===== src/rtl/hazard_pkg.sv =====
// Shared types for the hazard tracker: the shadow pipeline slot record and its idle value.
package hazard_pkg;

  localparam logic [31:0] REG_ZERO = '0;

  // rd is held zero-extended so the slot can drive the 32-bit forwarding fields directly.
  typedef struct packed {
    logic        valid;
    logic [31:0] rd;
    logic        reg_write;
    logic        mem_read;
  } pipe_slot_t;

  localparam pipe_slot_t SLOT_EMPTY = '{valid: 1'b0, rd: REG_ZERO, reg_write: 1'b0, mem_read: 1'b0};

endpackage


===== src/rtl/hazard_track_unit_md_busy_counter.sv =====
// Mult/div occupancy counter: loads the operation latency on start, counts down,
// and pulses md_done on the cycle after the last busy cycle.
module md_busy_counter #(
  parameter int unsigned MULT_CYCLES = 4,
  parameter int unsigned DIV_CYCLES  = 32
) (
  input  logic clk,
  input  logic rst,
  input  logic start,
  input  logic is_div,
  output logic md_busy,
  output logic md_done
);

  localparam int unsigned MAX_CYCLES = (MULT_CYCLES > DIV_CYCLES) ? MULT_CYCLES : DIV_CYCLES;
  localparam int unsigned CNT_W      = $clog2(MAX_CYCLES + 1);
  localparam logic [CNT_W-1:0] MULT_LD = CNT_W'(MULT_CYCLES);
  localparam logic [CNT_W-1:0] DIV_LD  = CNT_W'(DIV_CYCLES);
  localparam logic [CNT_W-1:0] ONE     = CNT_W'(1);

  logic [CNT_W-1:0] count_q, count_d;
  logic             done_q, done_d;

  always_comb begin
    count_d = count_q;
    done_d  = 1'b0;
    if (start) begin
      count_d = is_div ? DIV_LD : MULT_LD;
    end else if (count_q != '0) begin
      count_d = count_q - ONE;
      done_d  = (count_q == ONE);
    end
  end

  always_ff @(posedge clk or posedge rst) begin
    if (rst) begin
      count_q <= '0;
      done_q  <= 1'b0;
    end else begin
      count_q <= count_d;
      done_q  <= done_d;
    end
  end

  assign md_busy = (count_q != '0);
  assign md_done = done_q;

endmodule


===== src/rtl/hazard_track_unit.sv =====
// Producer side of operand forwarding: shadow ID/EX, EX/MEM, MEM/WB destination slots,
// plus load-use and mult/div HI/LO hazard detection driving stall/bubble/flush.
module hazard_track_unit
  import hazard_pkg::*;
#(
  parameter int unsigned REG_ADDR_W  = 5,
  parameter int unsigned MULT_CYCLES = 4,
  parameter int unsigned DIV_CYCLES  = 32
) (
  input  logic                  clk,
  input  logic                  rst,
  input  logic                  id_valid,
  input  logic [REG_ADDR_W-1:0] id_rs,
  input  logic [REG_ADDR_W-1:0] id_rt,
  input  logic                  id_uses_rs,
  input  logic                  id_uses_rt,
  input  logic [REG_ADDR_W-1:0] id_rd,
  input  logic                  id_reg_write,
  input  logic                  id_mem_read,
  input  logic                  id_md_start,
  input  logic                  id_md_is_div,
  input  logic                  id_reads_hilo,
  input  logic                  ex_branch_taken,
  output logic                  stall_if_id,
  output logic                  bubble_id_ex,
  output logic                  flush_if_id,
  output logic [31:0]           ex_mem_rd,
  output logic [31:0]           mem_wb_rd,
  output logic                  reg_write_ex_mem,
  output logic                  reg_write_mem_wb,
  output logic                  md_busy,
  output logic                  md_done
);

  pipe_slot_t idex_q, idex_d;
  pipe_slot_t exmem_q;
  pipe_slot_t memwb_q;

  logic [31:0] id_rs_x, id_rt_x, id_rd_x;
  logic        load_use, md_hazard, md_start;
  logic        unused_slot_bits;

  assign id_rs_x = {{(32-REG_ADDR_W){1'b0}}, id_rs};
  assign id_rt_x = {{(32-REG_ADDR_W){1'b0}}, id_rt};
  assign id_rd_x = {{(32-REG_ADDR_W){1'b0}}, id_rd};

  always_comb begin
    load_use = id_valid & idex_q.valid & idex_q.mem_read & (idex_q.rd != REG_ZERO) &
               ((id_uses_rs & (id_rs_x == idex_q.rd)) | (id_uses_rt & (id_rt_x == idex_q.rd)));
    md_hazard = id_valid & md_busy & (id_reads_hilo | id_md_start);
    // Controls are forced low during reset so every output reads 0 while rst is held.
    flush_if_id  = ~rst & ex_branch_taken;
    stall_if_id  = ~rst & ~ex_branch_taken & (load_use | md_hazard);
    bubble_id_ex = ~rst & (ex_branch_taken | stall_if_id);
    md_start     = id_valid & id_md_start & ~md_busy & ~ex_branch_taken;
  end

  always_comb begin
    idex_d = SLOT_EMPTY;
    if (!bubble_id_ex) begin
      idex_d.valid     = id_valid;
      idex_d.rd        = id_rd_x;
      idex_d.reg_write = id_reg_write;
      idex_d.mem_read  = id_mem_read;
    end
  end

  always_ff @(posedge clk or posedge rst) begin
    if (rst) begin
      idex_q  <= SLOT_EMPTY;
      exmem_q <= SLOT_EMPTY;
      memwb_q <= SLOT_EMPTY;
    end else begin
      idex_q  <= idex_d;
      exmem_q <= idex_q;
      memwb_q <= exmem_q;
    end
  end

  assign ex_mem_rd        = exmem_q.rd;
  assign mem_wb_rd        = memwb_q.rd;
  assign reg_write_ex_mem = exmem_q.valid & exmem_q.reg_write;
  assign reg_write_mem_wb = memwb_q.valid & memwb_q.reg_write;
  assign unused_slot_bits = exmem_q.mem_read ^ memwb_q.mem_read;

  md_busy_counter #(
    .MULT_CYCLES(MULT_CYCLES),
    .DIV_CYCLES (DIV_CYCLES)
  ) u_md_busy_counter (
    .clk    (clk),
    .rst    (rst),
    .start  (md_start),
    .is_div (id_md_is_div),
    .md_busy(md_busy),
    .md_done(md_done)
  );

endmodule

===== config.mk =====
export PLATFORM = sky130hd
export DESIGN_NAME = hazard_track_unit
export DESIGN_NICKNAME = d
export VERILOG_FILES = /design/src/rtl/hazard_pkg.sv /design/src/rtl/hazard_track_unit_md_busy_counter.sv /design/src/rtl/hazard_track_unit.sv
export SDC_FILE = /design/constraint.sdc
export NUM_CORES = 1
export LEC_CHECK = 0
export CORE_MARGIN = 5
export CORE_UTILIZATION = 42
export DETAILED_ROUTE_END_ITERATION = 7
export GPL_ROUTABILITY_DRIVEN = 1
export PLACE_DENSITY = 0.86
export SYNTH_ARGS = -nofsm -noshare
export SYNTH_HDL_FRONTEND = slang
export SYNTH_HIERARCHICAL = 1
export SYNTH_SLANG_ARGS = --single-unit

===== constraint.sdc =====
create_clock -name clk -period 4.8 [get_ports clk]
set_input_delay 0.48 -clock clk [delete_from_list [all_inputs] [get_ports clk]]
set_output_delay 0.48 -clock clk [all_outputs]
set_load 0.01 [all_outputs]

==> qor.yml, run 1 <==
clock_tree:
  cts_root_buf: "clkbuf_8"
  numCtsBuffers: 5
  post_cts_buffers: 0
  cts_tree: "built"
  clock_latency_ns: 0.28
  post_cts_resized: 0
  h-tree-depth: 2
  path_clk_slew_ns: 0.06
  cts.sinks: 29
  clockBufferDepth: 2
  cts_hold_buf: 0
die:
  start_util_pct: 43.7
  dieWidth_um: 74.7
  die_h_um: 74.7
  core_um2: 4030
  core.rowCount: 23
  dieArea_um2: 5590
  pin_count: 97
timing:
  fmax_ghz: 0.316
  tns_ns: 0
  hold_viol_final: 0
  min_period_over_period_pct: 65.8
  fin_crit_ns: 3.16
  setup_viol_count_final: 0
  skew_ns: 0.00673
  maxSlewHeadroom_pct: 35.2
  rsz0062_at_grt: "false"
  drv_slew: 0
  worst_pin_slew_ns: 0.964
placed_design:
  place_congestion: 0.775
  dpl.hpwl_um: 2430
  io_buffers: 42
logic_synthesis:
  synth_top_area_share_pct: 41.2
  yosys-top-cells-area: "dfrtp_1, buf_4, xnor2_1"
  ys_ff_latch: 29
  ys_types: 33
  synth_edf_count: 0
  yosys_warnings: 6
  ys.flop_type: "dfrtp_1"
  synth_top_area_cell: "dfrtp_1"
  netlist_area_um2: 1760
  synth.yosys.seq_area_share_pct: 41.2
  avgSynthCellArea_um2: 10.1
  syn_inst: 174
  async_reset_ff_share_pct: 100
worst_setup_path:
  critical_path_class: "flop to primary output"
  cp_data_arrival_time_ns: 2.68
  crit_fanout: 9
  crit_slowest_cell: "o21bai_1"
  cp_data_required_time_ns: 4.32
  path_cells: "inv_1, ha_1, and2_4, inv_2, o211ai_1, o21bai_1, a21o_1, clkdlybuf4s50_1"
  max_stage_delay_ns: 0.53
  rr_startpoint: "u_md_busy_counter/count_q[2]"
  timing.critical_path.from: "u_md_busy_counter/count_q[0]"
  cp-start-kind: "flop"
  endpoint_kind: "primary output"
pwr:
  p_per_area_nw_per_um2: 398
  power_uw: 826
  irDropWorstVdd_mv: 0.172
  leakage_uw: 0.000985
global_routing:
  grt_pass1_vias: 969
  track_usage_pct: 10.5
  antenna_found_initial: 0
  grt_overflow_total: 0
  grt_pass1_wl_um: 4310
  grt_max_degree: 23
drt:
  drc: 0
  wl_per_cell_um: 11.1
  avgViaCountPerCell: 4.06
  dr.pass1.iters: 4
  antenna_left: 0
  detailroute.via_count: 1064
  drt_iter0_markers: 46
  wl_um: 2910
layout:
  nets: 240
  multiInputGateArea_um2: 697
  drive_gt1_share_pct: 8.49
  regArea_um2: 726
  fillerInstances: 361
  syn_to_final_growth_pct: 18.1
  insertedDiodeCount: 0
  mostFrequentLayoutCells: "conb_1, clkdlybuf4s50_1, dfrtp_1"
  final_common_cell: "conb_1"
run:
  maxCapViolCount: 0
status:
  status: "completed"
worst_hold_path:
  hp-start: "idex_q[1]"
  hold_path.class: "flop to flop"
==> sequential cells by signal, indices dropped and copies added (netlist names) <==
| register | cells |
|---|---|
| ex_mem_rd | 5 |
| exmem_q | 2 |
| idex_q | 8 |
| mem_wb_rd | 5 |
| memwb_q | 2 |
| u_md_busy_counter/count_q | 6 |
| u_md_busy_counter/md_done | 1 |
==> critical path: cells and delay by family, from the launching register on <==
kind | cells | cell delay, ns
adders and majority gates | 1 | 0.29
and+or+nand+nor | 1 | 0.18
AOI/OAI and AO/OA | 3 | 0.79
buffers and inverters | 3 | 0.73
DFF | 1 | 0.42
==> kinds of logic after synthesis <==
kind of cell	after synthesis	synth area share (%)
buffers and inverters	79	30.5
DFF	29	41.2
and+or+nand+nor	26	9.10
AOI/OAI and AO/OA	24	10.9
xor gates and xnor gates	12	5.97
adders and majority gates	3	2.13
other	1	0.213
==> metrics by stage <==
step | instance area, um^2 | hold slack (ns) | std cells | setup WS [ns] | util, %
floorplan | 1960 | 0.283 | 227 | 2.65 | -
finish | 2080 | 0.348 | 262 | 1.64 | 51.6
CTS | 2080 | 0.348 | 262 | 1.63 | 51.6
detailed placement | 1960 | 0.339 | 254 | 1.95 | 48.6
global route | 2080 | 0.371 | 262 | 1.51 | 51.6
global placement | 1960 | 0.336 | 254 | 1.98 | 48.6
==> final cells by class <==
| class | instances | share of cell area [%] |
|---|---|---|
| tap | 50 | 3.01 |
| multi-input combinational | 119 | 33.5 |
| sequential | 29 | 34.9 |
| clock buffer | 6 | 3.97 |
| timing repair buffer | 42 | 20.2 |
| clock inverter | 2 | 1.81 |
| inverter | 14 | 2.53 |
==> final timing paths <==
check / to / slack [ns] / cells after the start
worst max-delay path: bubble_id_ex / 1.64 / 8
worst min-delay path: exmem_q[1] / 0.35 / 0
worst max register to register: u_md_busy_counter/count_q[5] / 2.46 / 6
worst min register to register: exmem_q[1] / 0.35 / 0
max in group asynchronous: memwb_q[34] / 3.49 / 2
min in group asynchronous: u_md_busy_counter/md_done / 0.62 / 2
==> per-layer routing <==
metal | wire, um | global-route usage (%) | vias to the layer above | share of wire [%]
met4 | 73 | 7.51 | 0 | 2.5
met5 | 0 | 0 | - | 0
met3 | 301 | 3.20 | 5 | 10
met2 | 1500 | 17.2 | 49 | 52
li1 | - | - | 525 | -
met1 | 1030 | 11.5 | 485 | 35
==> where the power goes <==
| group | leakage (uW) | switching (uW) | internal (uW) |
|---|---|---|---|
| registers | 0.000363 | 46.3 | 288 |
| logic | 0.000564 | 115 | 118 |
| clock network | 0.0000574 | 90.5 | 168 |
| total | 0.000985 | 252 | 575 |
==> Yosys cell counts, drive strengths merged (2+ instances only) <==
master and number:
nor2b 2, a21oi 5, buf 64, and2 3, a31o 2, nor3 5
nand2 4, nand4 2, a211oi 8, inv 14, ha 3, nor4 2
a21o 4, dfrtp 29, nor2 3, xnor2 12
Note: power is estimated with default switching activity, not from simulation.
==> run 2: changes to the inputs <==
Settings changed: CORE_UTILIZATION 42 to 39, PLACE_DENSITY 0.86 to 0.81.
Clock period 4.8 ns to 3.31 ns, I/O delays scaled along.
==> run 2 against run 1 <==
  * Clock-buffer cell count down 1
  * Critical path depth up 1
  * Die area up 6.6%
  * Non-clock buffer count up 2
  * Sequential power up 46%
  * Worst hold slack worse by 0.0033 ns
  * Clock power up 32%
  * Critical endpoint unchanged
  * Largest power group unchanged
==> qor.yml, run 2 (synthesized netlist as in run 1, its figures left out) <==
drt:
  dr.pass1.iters: 4  # unchanged
  drt_iter0_markers: 7  # -85%
  wl_per_cell_um: 11.3  # +1.9%
  antenna_left: 0  # unchanged
  drc: 0  # unchanged
  detailroute.via_count: 1046  # -1.7%
  wl_um: 3000  # +3.1%
  avgViaCountPerCell: 3.95  # -2.8%
global_routing:
  track_usage_pct: 9.60  # -0.86 points
  grt_util_met2_pct: 17.3  # +0.085 points
  use_met1_pct: 9.64  # -1.8 points
  grt_pass1_vias: 999  # +3.1%
  grt_max_degree: 23  # unchanged
  grt_pass1_wl_um: 4570  # +6.1%
  antenna_found_initial: 0  # unchanged
  grt_busiest_layer: "met2"
  grt_overflow_total: 0  # unchanged
  grt_use_met3_pct: 3.16  # -0.043 points
clock_tree:
  path_clk_slew_ns: 0.06  # about the same
  cts_root_buf: "clkbuf_8"
  numCtsBuffers: 5  # unchanged
  h-tree-depth: 2  # unchanged
  clockBufferDepth: 2  # unchanged
  clock_latency_ns: 0.27  # about the same
  post_cts_buffers: 0  # unchanged
  cts_tree: "built"
  post_cts_resized: 0  # unchanged
  cts_hold_buf: 0  # unchanged
  cts.sinks: 29  # unchanged
placed_design:
  place_congestion: 0.767  # -1.0%
  dpl.hpwl_um: 2470  # +1.7%
  place_ws_ns: 0.800  # -1.15 ns
  io_buffers: 42  # unchanged
layout:
  drive_gt1_share_pct: 8.92  # +0.43 points
  reg_top3: "idex_q (8), u_md_busy_counter/count_q (6)"
  nets: 242  # +0.83%
  insertedDiodeCount: 0  # unchanged
  largest_reg_flops: 8  # unchanged
  top_register: "idex_q"
  syn_to_final_growth_pct: 18.1  # about the same
  final_common_cell: "conb_1"
  mostFrequentLayoutCells: "conb_1, clkdlybuf4s50_1, dfrtp_1"
die:
  core.rowCount: 24  # +4.3%
  start_util_pct: 40.4  # -3.3 points
  core_um2: 4350  # +8.1%
  dieArea_um2: 5960  # +6.6%
  die_h_um: 77.2  # +3.3%
  dieWidth_um: 77.2  # +3.3%
  pin_count: 97  # unchanged
timing:
  hold_viol_final: 0  # unchanged
  fin_crit_ns: 2.74
  hold_ws_ns: 0.345  # -0.00332 ns
  tns_ns: 0  # unchanged
  setup_viol_count_final: 0  # unchanged
  timing.final.ws_setup_ns: 0.572  # -1.07 ns
  worst_pin_slew_ns: 0.765  # -0.199 ns
  drv_slew: 0  # unchanged
  maxSlewHeadroom_pct: 48.9  # +14 points
  skew_ns: 0.00441  # -0.00233 ns
  min_period_over_period_pct: 82.7
  rsz0062_at_grt: "false"
  fmax_ghz: 0.365
pwr:
  irDropWorstVdd_mv: 0.241  # +40%
  power_uw: 1170  # +42%
  p_per_area_nw_per_um2: 562  # +41%
  leakage_uw: 0.000992  # +0.71%
worst_hold_path:
  hp-start: "idex_q[1]"
  hold_path.class: "flop to flop"
status:
  status: "completed"
worst_setup_path:
  cp_data_required_time_ns: 2.98  # -1.34 ns
  rr_startpoint: "u_md_busy_counter/count_q[2]"
  timing.critical_path.from: "u_md_busy_counter/count_q[0]"
  crit_fanout: 9  # unchanged
  endpoint_kind: "primary output"
  cp_data_arrival_time_ns: 2.41  # -0.27 ns
  cp-start-kind: "flop"
  critical_path_class: "flop to primary output"
run:
  maxCapViolCount: 0  # unchanged
## run 2: per-stage QoR
step	utilization, %	std cells	instance area, um^2
after floorplan	-	227	1960
after global placement	45.4	258	1980
after detailed placement	45.4	258	1980
after CTS	47.8	265	2080
after global routing	47.8	265	2080
final	47.8	265	2080
## run 2: final cells by class
class / count / area (um^2)
well taps: 52 / 65.1
clock inverters: 2 / 35.0
repair buffers: 44 / 435
multi-input cells: 119 / 697
fillers: 425 / 2270
inverters: 14 / 52.6
flip-flops and latches: 29 / 726
clock buffers: 5 / 68.8
## run 2: where the power goes
part / switching [uW] / leakage, uW / total [uW] / internal, uW
logic: 166 / 0.000575 / 339 / 173
registers: 69.8 / 0.000363 / 487 / 418
clock network: 125 / 0.0000540 / 343 / 218
total: 361 / 0.000992 / 1170 / 809
## run 2: final timing paths
kind	end	slack, ns	cells past startpoint
max	bubble_id_ex	0.57	9
min in group asynchronous	u_md_busy_counter/count_q[2]	0.48	2
max in group asynchronous	mem_wb_rd[0]	2.15	2
max reg2reg	idex_q[1]	1.42	7
min reg2reg	exmem_q[1]	0.34	0
min	exmem_q[1]	0.34	0
## run 2: critical path, stage by stage, from the launching register on
cell	delay (ns)
dfrtp_1	0.42
inv_1	0.10
ha_1	0.28
and2_4	0.17
inv_2	0.10
o211ai_1	0.12
o21bai_1	0.14
buf_4	0.17
a21o_1	0.09
clkdlybuf4s50_1	0.53
## run 2: metal layers
metal	up-vias	routed length, um
met5	-	0
met4	0	51
met3	5	337
met2	52	1540
met1	465	1070
li1	524	-
==> run 3: changes to the inputs <==
Clock period 3.31 ns to 2.7 ns, I/O delays scaled along.
==> run 3 against run 2 <==
  * Setup slack worse by 0.37 ns
  * Global-route usage is 0.49 points higher
  * Sequential share of layout area is 0.48 points lower
  * Die area stayed put
  * Clock skew hardly changed
  * Non-clock buffer count is 1 higher
  * Combinational power is 27% higher
  * Critical path depth is 1 lower
  * Worst hold slack better by 0.0051 ns
  * Clock power is 33% higher
==> qor.yml, run 3 (synthesized netlist as in run 1, its figures left out) <==
status:
  status: "completed"
placed_design:
  placed_area_um2: 1980  # unchanged
  io_buffers: 42  # unchanged
  dpl.hpwl_um: 2500  # +1.2%
  place_congestion: 0.794  # +3.5%
global_routing:
  grt_overflow_total: 0  # unchanged
  antenna_found_initial: 0  # unchanged
  grt_pass1_vias: 1042  # +4.3%
  grt_pass1_wl_um: 4870  # +6.5%
  grt_max_degree: 23  # unchanged
  track_usage_pct: 10.1  # +0.49 points
drt:
  drt_iter0_markers: 47  # +40
  wl_um: 3030  # +1.1%
  detailroute.via_count: 1083  # +3.5%
  dr.pass1.iters: 4  # unchanged
  wl_per_cell_um: 11.3  # +0.31%
  antenna_left: 0  # unchanged
  drc: 0  # unchanged
  avgViaCountPerCell: 4.06  # +2.8%
clock_tree:
  cts_root_buf: "clkbuf_8"
  cts_hold_buf: 0  # unchanged
  cts_tree: "built"
  cts.sinks: 29  # unchanged
  clockBufferDepth: 2  # unchanged
  numCtsBuffers: 5  # unchanged
  path_clk_slew_ns: 0.06  # about the same
  clock_latency_ns: 0.28  # about the same
  h-tree-depth: 2  # unchanged
pwr:
  internal_power_uw: 1030  # +28%
  p_sw_share_pct: 30.5  # -0.37 points
  irDropWorstVdd_mv: 0.269  # +12%
  clockPowerShare_pct: 30.7  # +1.4 points
  p_comb_share_pct: 29.0  # about the same
  seq_power_share_pct: 40.3  # -1.4 points
  p_per_area_nw_per_um2: 705  # +25%
  switchingPower_uw: 453  # +25%
  leakage_uw: 0.00101  # +1.9%
layout:
  syn_to_final_growth_pct: 19.8
  fillerInstances: 415  # -2.4%
  nets: 243  # +0.41%
  reg_top3: "idex_q (8), u_md_busy_counter/count_q (6)"
  mostFrequentLayoutCells: "conb_1, clkdlybuf4s50_1, dfrtp_1"
  drive_gt1_share_pct: 10.2  # +1.3 points
  design_area_um2: 2110  # +1.4%
  insertedDiodeCount: 0  # unchanged
  top_register: "idex_q"
  largest_reg_flops: 8  # unchanged
  final_common_cell: "conb_1"
die:
  dieWidth_um: 77.2  # unchanged
  pin_count: 97  # unchanged
  die_h_um: 77.2  # unchanged
  core.rowCount: 24  # unchanged
  start_util_pct: 40.4  # unchanged
  core_um2: 4350  # unchanged
  dieArea_um2: 5960  # unchanged
worst_setup_path:
  path_cells: "inv_1, ha_2, and2_4, inv_2, o211ai_1, nor3_1, a21o_1, clkdlybuf4s50_1"
  max_stage_delay_ns: 0.53  # about the same
  cp_data_required_time_ns: 2.43  # -0.55 ns
  crit_fanout: 7  # -2
  crit_slowest_cell: "clkdlybuf4s50_1"
  cp_top_family: "buffers and inverters"
  cp_data_arrival_time_ns: 2.23  # -0.18 ns
  crit_buf_inv: 3  # -1
  critical_path_class: "flop to primary output"
  endpoint_kind: "primary output"
  cp-start-kind: "flop"
  reg2reg_slack_ns: 0.87  # -0.55 ns
timing:
  min_period_over_period_pct: 92.5
  worst_pin_slew_ns: 0.778  # +0.0128 ns
  drv_slew: 0  # unchanged
  hold_viol_final: 0  # unchanged
  fin_crit_ns: 2.50
  fmax_ghz: 0.400
  tns_ns: 0  # unchanged
  setup_viol_count_final: 0  # unchanged
  skew_ns: 0.00394  # -0.000462 ns
  rsz0062_at_grt: "false"
  maxSlewHeadroom_pct: 48.1  # -0.86 points
worst_hold_path:
  hold_path.class: "flop to flop"
run:
  maxCapViolCount: 0  # unchanged
-- run 3: cell types whose count changed in the layout (fill, tap and decap cells not counted), sizes merged --
cell           change
clkinv             -1
buf                +1
dlymetal6s2s       +1
clkdlybuf4s50      -1
clkbuf             +1
clkinvlp           +1
-- run 3: power by group through the flow --
stage / Sequential (uW) / Clock [uW] / Combinational (uW)
final: 599 / 456 / 430
after global routing: 611 / 489 / 480
after CTS: 600 / 472 / 419
after detailed placement: 607 / 0 / 420
after global placement: 600 / 0 / 403
after floorplan: 587 / 0 / 368
-- run 3: final timing paths --
path,start,endpoint,cells after the start
worst max-delay path,u_md_busy_counter/count_q[0],stall_if_id,8
worst min register to register,idex_q[1],exmem_q[1],0
worst max register to register,u_md_busy_counter/count_q[1],idex_q[1],8
worst min-delay path,idex_q[1],exmem_q[1],0
min in group asynchronous,rst,u_md_busy_counter/count_q[3],2
max in group asynchronous,rst,exmem_q[1],2
-- run 3: worst reg2reg max path, delay by kind of cell, from the launching register on --
| kind | cells | cell delay, ns |
|---|---|---|
| fa+ha+maj | 1 | 0.28 |
| buf+inv | 3 | 0.39 |
| flops | 1 | 0.39 |
| simple gates | 1 | 0.17 |
| compound gates | 3 | 0.52 |
-- run 3: timing repair --
item | CTS | global route
gates resized for setup | 0 | 2
setup buffers | 0 | 1
setup endpoints to repair | 0 | 2
-- run 3: layer usage --
metal | share of wire, % | vias up | wire [um] | GRT usage, %
met5 | 0 | - | 0 | 0
met4 | 2.1 | 0 | 64 | 6.53
met3 | 9.5 | 6 | 288 | 3.04
met2 | 52 | 54 | 1570 | 16.8
met1 | 36 | 491 | 1110 | 11.0
li1 | - | 532 | - | -
-- run 3: cell type report --
type	count	area, um^2	share of cell area [%]
Timing Repair Buffer	45	445	21.1
Inverter	14	52.6	2.49
Clock inverter	2	37.5	1.78
Sequential cell	29	726	34.4
Multi-Input combinational cell	119	699	33.2
Tap cell	52	65.1	3.09
Clock buffer	6	82.6	3.92
-- run 3: through the flow --
step	instances	hold slack, ns	util (%)	setup slack (ns)	total power (uW)
floorplan	227	0.0734	-	0.761	955
detailed placement	258	0.339	45.4	0.316	1030
global placement	258	0.336	45.4	0.347	1000
CTS	266	0.352	48.1	0.0645	1490
global route	267	0.369	48.4	0.0444	1580
finish	267	0.350	48.4	0.202	1490
